`config.mk`:
```
export PLATFORM = sky130hd
export DESIGN_NAME = m4_word_classify
export DESIGN_NICKNAME = d
export VERILOG_FILES = /design/src/rtl/m4_frame_pkg.sv /design/src/rtl/m4_word_classify.sv
export SDC_FILE = /design/constraint.sdc
export NUM_CORES = 1
export LEC_CHECK = 0
export BUFFER_PORTS_ARGS = -buffer_cell sky130_fd_sc_hd__buf_4
export CORE_AREA = 2 2 39 41
export DETAILED_ROUTE_END_ITERATION = 16
export DIE_AREA = 0 0 41 43
export PLACE_DENSITY = 0.3
export SETUP_SLACK_MARGIN = 0.5
export SYNTH_ARGS = -nofsm -noshare
export SYNTH_HDL_FRONTEND = slang
export SYNTH_SLANG_ARGS = --single-unit
```
`constraint.sdc`:
```
create_clock -name vclk -period 1.78
set_input_delay 0.356 -clock vclk [all_inputs]
set_output_delay 0.356 -clock vclk [all_outputs]
set_load 0.005 [all_outputs]
```
`src/rtl/m4_frame_pkg.sv`:
```
// Shared types and frame-map constants for the M4 word stream.
package m4_frame_pkg;

   localparam int FRAME_LEN  = 512;
   localparam int SUB_PERIOD = 16;
   localparam int SUB_OFFSET = 2;
   localparam int GRP_POS    = 149;
   localparam logic [11:0] FILL_WORD = 12'h002;

   typedef enum logic [1:0] {W_FRAME, W_SUB, W_GRP, W_FILL} word_type_e;

   typedef enum logic {HUNT, LOCKED} state_e;

endpackage

```
`src/rtl/m4_word_classify.sv`:
```
// Maps a frame position to the kind of word the M4 frame map puts there.
module m4_word_classify
   import m4_frame_pkg::*;
(
   input  logic [8:0]  pos,
   output word_type_e  word_type
);

   // Position 0 takes precedence; GRP_POS never lands on a subframe slot.
   always_comb begin
      word_type = W_FILL;
      if (pos == 9'd0)
         word_type = W_FRAME;
      else if ((int'(pos) % SUB_PERIOD) == SUB_OFFSET)
         word_type = W_SUB;
      else if (int'(pos) == GRP_POS)
         word_type = W_GRP;
   end

endmodule

```
==> results.cfg, run 1 <==
[outcome]
outcome = finished, final reports clean

[timing]
hold_viol = 0
fmax_ghz = 0.577
worst_pin_slew_ns = 0.0880
rsz0062_at_grt = yes
relSlewSlack_pct = 94.1
setup_tns_ns = 0
hold_ws_ns = 1.00
layout_min_cycle_time_ns = 1.73
post-route-period-util_pct = 97.4
slew_violations = 0
finalWorstSetupSlack_ns = 0.0470
setup_viol = 0

[power_and_ir_drop]
power.total_mw = 0.0264
ir_worst_vdd_uv = 38.7
p_leak_nw = 0.0705
p_per_area_nw_per_um2 = 150

[place]
gp_congestion = 0.599
post_dp_cell_area_um2 = 158
pre_cts_ws_ns = 0.0144
portBuffers = 11
placedCellCount = 33

[cells_and_area]
fin_area_um2 = 176
layout.nets = 29
nClkBuffers = 0
ff_latch_area_um2 = 0
antenna_cells = 0
layout-drive-gt1-share_pct = 83.3
fill_cells = 155
final_cells = 34
design.seq.count = 0
postLayoutCoreUtil_pct = 12.7
area_growth_pct = 271
final_common_cell = buf_4
layout_common_cells = 9 x buf_4, 3 x buf_6, 2 x or4_4

[detailed_routing]
first_iter_violations = 0
route.met2.wl_um = 131
drc = 0
drt.antenna.violating_nets = 0
wl_met3_um = 34
wl_met1_um = 102
wire_per_inst_um = 7.88
postRouteWirelength_um = 268
first_pass_iters = 1
via_count = 109
highest_layer = met3
vias_per_cell = 3.21

[critical_path]
cp.depth = 4
crit_family = simple AND/OR/NAND/NOR gates
critPathRequiredTime_ns = 1.42
crit_arrival_ns = 1.38
max_stage_delay_ns = 0.52
cp_num_buf_inv = 2
cp-end-kind = output port
path_cells = buf_6 -> or4_4 -> a211o_1 -> buf_6
cp-endpoint = word_type[0]
crit_path_top_delay_cell = or4_4
path_max_fanout = 2
cpMostUsedCell = buf_6
critPathKind = in2out
critPathLaunch = pos[7]
cp-start-kind = input pin

[die]
core_um2 = 1380
rows = 14
initial_core_util_pct = 3.44
die_width_um = 41
die_h_um = 43
dieArea_um2 = 1760
ios = 11

[synthesis]
synth_cells = 6
seq_area_frac_synth_pct = 0
synth_area_leaders = or4_1 32%, o32a_2 24%, a211o_1 18%
synth.largest_area_cell = or4_1
netlist_area_um2 = 47.5
synth_fp_nets = 15
synth_area_per_cell_um2 = 7.92
synth_warnings = 0
yosysUniqueCellTypes = 5
netlist.area_leader.share_pct = 31.6

[grt]
grt_first_pass_wirelength_um = 414
grt_remaining_overflow = 0
grt_max_degree = 4
gr-usage-all-layers_pct = 3.10
antenna_found_initial = 0
grt_pass1_vias = 112

[clock_network]
hold_buffers = 0

[run]
max_cap_viol_count = 0

[hold_path]
hold_path_class = in2out
==> kinds of logic (layout without fill, tap and decap cells) <==
family          after synthesis  in the layout  synth area share, %
simple gates                  4              4                 57.9
buf+inv                       0             12                    0
compound gates                2              2                 42.1
==> routing by layer <==
| metal | vias to the layer above | track usage, % |
|---|---|---|
| met5 | - | 0 |
| li1 | 53 | - |
| met3 | 0 | 0.524 |
| met4 | 0 | 0 |
| met1 | 45 | 3.80 |
| met2 | 11 | 5.63 |
==> cell type report <==
type                       instances  area, µm²  share of cell area (%)
timing repair buffer              12        101                    57.4
tap                               16       20.0                    11.3
multi-input combinational          6       55.1                    31.2
==> synthesized netlist by cell type <==
library cell,n
a211o_1,1
nand2b_1,1
or4_1,2
o32a_2,1
nand4_1,1
==> power breakdown <==
group	switching [mW]	internal [mW]	leakage [nW]	total, mW
Combinational	0.00713	0.0193	0.0705	0.0264
Clock	0	0	0	0
Sequential	0	0	0	0
Total	0.00713	0.0193	0.0705	0.0264
==> worst min path at each step <==
stage	start	end	slack (ns)	cells past startpoint
after floorplan	pos[1]	word_type[0]	0.79	1
after global placement	pos[1]	word_type[0]	0.99	3
after detailed placement	pos[1]	word_type[0]	1.0	3
after CTS	pos[1]	word_type[0]	1.0	3
after global routing	pos[1]	word_type[0]	1.02	3
final	pos[1]	word_type[0]	1.00	3
==> repair_timing <==
item	4_1_cts	5_1_grt
gates resized for setup	0	3
pin swaps	0	2
endpoints found under the setup margin	2	2
setup buffers	0	1
Power figures use the tool's default switching activity.
==> run 2: changes to the inputs <==
--- a/config.mk
+++ b/config.mk
@@ -5,11 +5,12 @@
 export SDC_FILE = /design/constraint.sdc
 export NUM_CORES = 1
 export LEC_CHECK = 0
+export ABC_AREA = 1
 export BUFFER_PORTS_ARGS = -buffer_cell sky130_fd_sc_hd__buf_4
 export CORE_AREA = 2 2 39 41
 export DETAILED_ROUTE_END_ITERATION = 16
 export DIE_AREA = 0 0 41 43
-export PLACE_DENSITY = 0.3
+export PLACE_DENSITY = 0.33
 export SETUP_SLACK_MARGIN = 0.5
 export SYNTH_ARGS = -nofsm -noshare
 export SYNTH_HDL_FRONTEND = slang
==> results.cfg, run 2 <==
[cells_and_area]
nClkBuffers = 0
final_cells = 47
final_common_cell = buf_6
multi_input_area_um2 = 115
design.seq.count = 0
ff_latch_area_um2 = 0
area_growth_pct = 196
postLayoutCoreUtil_pct = 18.7
layout-drive-gt1-share_pct = 61.3
layout_common_cells = 7 x buf_6, 5 x nor2_4, 5 x nor2_1, 4 x inv_1, 4 x buf_4
antenna_cells = 0
fill_cells = 169
layout.nets = 42

[grt]
grt_remaining_overflow = 0
grt_pass1_vias = 150
grt_max_degree = 4
gr-usage-all-layers_pct = 3.70
grt_first_pass_wirelength_um = 489
antenna_found_initial = 0

[synthesis]
netlist.area_leader.share_pct = 34.3
synth_fp_nets = 29
yosysUniqueCellTypes = 6
netlist_top_cells_count = 8 x nor2_1, 4 x inv_1, 3 x nor2_2
synth_cells = 20
synth.largest_area_cell = nor2_1
synth_area_per_cell_um2 = 4.38
synthMostInstantiatedCell = nor2_1
synth_warnings = 0
netlist_area_um2 = 87.6
seq_area_frac_synth_pct = 0
synth_area_leaders = nor2_1 34%, nor2_2 21%, inv_1 17%

[die]
dieArea_um2 = 1760
die_h_um = 43
rows = 14
die_width_um = 41
core_um2 = 1380
initial_core_util_pct = 6.33
ios = 11

[detailed_routing]
first_pass_iters = 2
via_count = 154
drt.antenna.violating_nets = 0
wire_per_inst_um = 6.32
postRouteWirelength_um = 297
first_iter_violations = 2
vias_per_cell = 3.28
drc = 0

[clock_network]
cts_setup_buffers = 0
hold_buffers = 0

[critical_path]
cp_num_buf_inv = 2
cp-end-kind = output port
path_max_fanout = 2
crit_path_top_delay_cell = buf_4
cp-start-kind = input pin
critPathKind = in2out
critPathRequiredTime_ns = 1.42
crit_family = simple AND/OR/NAND/NOR gates
path_cells = buf_6 -> nor2_4 -> nand2_1 -> nor2_2 -> nor2_1 -> buf_4
crit_arrival_ns = 0.92
max_stage_delay_ns = 0.13

[timing]
rsz0062_at_grt = yes
worst_pin_slew_ns = 0.0989
setup_viol = 0
layout_min_cycle_time_ns = 1.28
relSlewSlack_pct = 93.4
slew_violations = 0
finalWorstSetupSlack_ns = 0.500
post-route-period-util_pct = 71.9
fmax_ghz = 0.781
hold_viol = 0
setup_tns_ns = 0

[place]
placedCellCount = 47
dp_hpwl_um = 259
gp_congestion = 0.582
portBuffers = 11
pre_cts_ws_ns = 0.449

[outcome]
outcome = finished, final reports clean

[power_and_ir_drop]
ir_worst_vdd_uv = 25.4
p_per_area_nw_per_um2 = 167
p_leak_nw = 0.110
power.total_mw = 0.0432

[hold_path]
hold_path_class = in2out

[run]
max_cap_viol_count = 0
==> run 2: worst paths after layout <==
| kind | start | to | slack (ns) | depth (start not counted) |
|---|---|---|---|---|
| max | pos[8] | word_type[1] | 0.50 | 6 |
| min | pos[1] | word_type[1] | 1.10 | 4 |
==> run 2: cells by family (layout without fill, tap and decap cells) <==
logic type / Yosys count / after routing / share of synthesized area, %
simple gates: 16 / 16 / 82.9
buf+inv: 4 / 15 / 17.1
==> run 2: tightest hold or removal path, stage by stage <==
cell and delay, ns:
buf_6 0.08, and3_1 0.14, nor2_1 0.04, buf_4 0.12
==> run 2: cell type report <==
cell class         instances  share of cell area, %
repair buffers            11                   42.0
inverters                  4                   5.80
multi-input cells         16                   44.4
well taps                 16                   7.73
==> run 2: power breakdown <==
group | total [mW] | leakage [nW] | internal (mW) | switching [mW]
logic | 0.0432 | 0.110 | 0.0259 | 0.0173
registers | 0 | 0 | 0 | 0
clock network | 0 | 0 | 0 | 0
total | 0.0432 | 0.110 | 0.0259 | 0.0173
==> run 2: per-stage QoR <==
stage | instance area, µm² | hold slack [ns]
final | 259 | 1.10
after global routing | 259 | 1.12
after CTS | 246 | 1.10
after detailed placement | 190 | 1.11
after global placement | 190 | 1.11
after floorplan | 87.6 | 0.884
==> run 2: timing repair <==
item / in CTS / in global routing
pin swaps: 8 / 7
gates cloned: 0 / 0
endpoints found under the setup margin: 2 / 2
resized for setup: 14 / 3
==> run 2: per-layer routing <==
metal | wire length [µm] | vias to the layer above | track usage (%)
met5 | 0 | - | 0
met4 | 0 | 0 | 0
met3 | 12 | 0 | 0
met2 | 199 | 3 | 8.13
met1 | 85 | 70 | 3.48
li1 | - | 81 | -
==> run 3: changes to the inputs <==
==> constraint.sdc (replaced) <==
create_clock -name vclk -period 1.2
set_input_delay 0.24 -clock vclk [all_inputs]
set_output_delay 0.24 -clock vclk [all_outputs]
set_load 0.005 [all_outputs]
==> results.cfg, run 3 (synthesized netlist as in run 2, its figures left out) <==
[timing]
layout_min_cycle_time_ns = 1.04
slew_violations = 0
setup_viol = 0
setup_tns_ns = 0
rsz0062_at_grt = yes
relSlewSlack_pct = 93.0
worst_pin_slew_ns = 0.105
fmax_ghz = 0.958
hold_viol = 0
post-route-period-util_pct = 87.0

[cells_and_area]
nClkBuffers = 0
fin_area_um2 = 251
area_growth_pct = 187
antenna_cells = 0
layout-drive-gt1-share_pct = 61.3
final_cells = 47
layout_common_cells = 5 x buf_6, 5 x buf_4, 4 x nor2_4, 4 x inv_1, 4 x nor2_1
layout.nets = 42
ff_latch_area_um2 = 0
design.seq.count = 0

[critical_path]
path_max_fanout = 2
critPathRequiredTime_ns = 0.96
cp-end-kind = output port
cp-start-kind = input pin
crit_arrival_ns = 0.80
critPathKind = in2out

[grt]
grt_remaining_overflow = 0
antenna_found_initial = 0
grt_first_pass_wirelength_um = 510
grt_pass1_vias = 141
gr-usage-all-layers_pct = 3.80
grt_max_degree = 4

[power_and_ir_drop]
ir_worst_vdd_uv = 60.3
intPower_mw = 0.0381
p_seq_share_pct = 0
p_leak_nw = 0.109
power.switching_mw = 0.0247
power.total_mw = 0.0628
combinationalPowerShare_pct = 100.0
pwr-share-clk_pct = 0
p_per_area_nw_per_um2 = 250
sw_frac_of_total_pct = 39.3

[die]
ios = 11
core_um2 = 1380
initial_core_util_pct = 6.33
die_width_um = 41
rows = 14
dieArea_um2 = 1760
die_h_um = 43

[place]
portBuffers = 11
gp_congestion = 0.702
placedCellCount = 47
post_dp_cell_area_um2 = 205

[hold_path]
hold_path_class = in2out

[detailed_routing]
first_pass_iters = 2
first_iter_violations = 4
via_count = 148
drc = 0
wire_per_inst_um = 6.98
postRouteWirelength_um = 328
drt.antenna.violating_nets = 0
vias_per_cell = 3.15

[outcome]
outcome = finished, final reports clean

[clock_network]
hold_buffers = 0
cts_setup_buffers = 0

[run]
max_cap_viol_count = 0
## run 3: cell counts in the layout (fill, tap and decap cells not counted)
Identical to the previous run, type by type.
## run 3: power by group through the flow
stage               Sequential (mW)  Clock [mW]  Combinational, mW
global route                      0           0             0.0681
global placement                  0           0             0.0471
CTS                               0           0             0.0613
detailed placement                0           0             0.0474
finish                            0           0             0.0628
floorplan                         0           0             0.0147
## run 3: per-stage QoR
step	util, %	hold slack, ns	setup WS (ns)
global route	18.2	0.897	0.116
global placement	14.8	0.892	0.106
floorplan	-	0.652	0.403
detailed placement	14.8	0.882	0.109
CTS	17.7	0.876	0.152
finish	18.2	0.878	0.156
## run 3: metal layers
metal	up-vias	global-route usage (%)	wire, µm
met2	5	6.88	160
li1	82	-	-
met3	0	0.524	30
met1	61	4.75	138
met5	-	0	0
met4	0	0	0
## run 3: final cells by class
| cell class | instances | area [µm²] |
|---|---|---|
| tap | 16 | 20.0 |
| timing repair buffer | 11 | 109 |
| multi-input combinational | 16 | 108 |
| inverter | 4 | 15.0 |
| fill | 164 | 1130 |
## run 3: final timing paths
check	cells after the start	end	startpoint
hold / removal	6	word_type[0]	pos[8]
setup / recovery	6	word_type[1]	pos[3]
## run 3: critical path, stage by stage
cell	delay, ns
buf_4	0.12
nor2_4	0.07
nand2_1	0.06
nor2_2	0.12
nor2_1	0.06
buf_4	0.13
## run 3: what timing repair did
item                                    CTS  global route
resized for setup                        10             2
pin swaps                                11             3
endpoints found under the setup margin    2             2
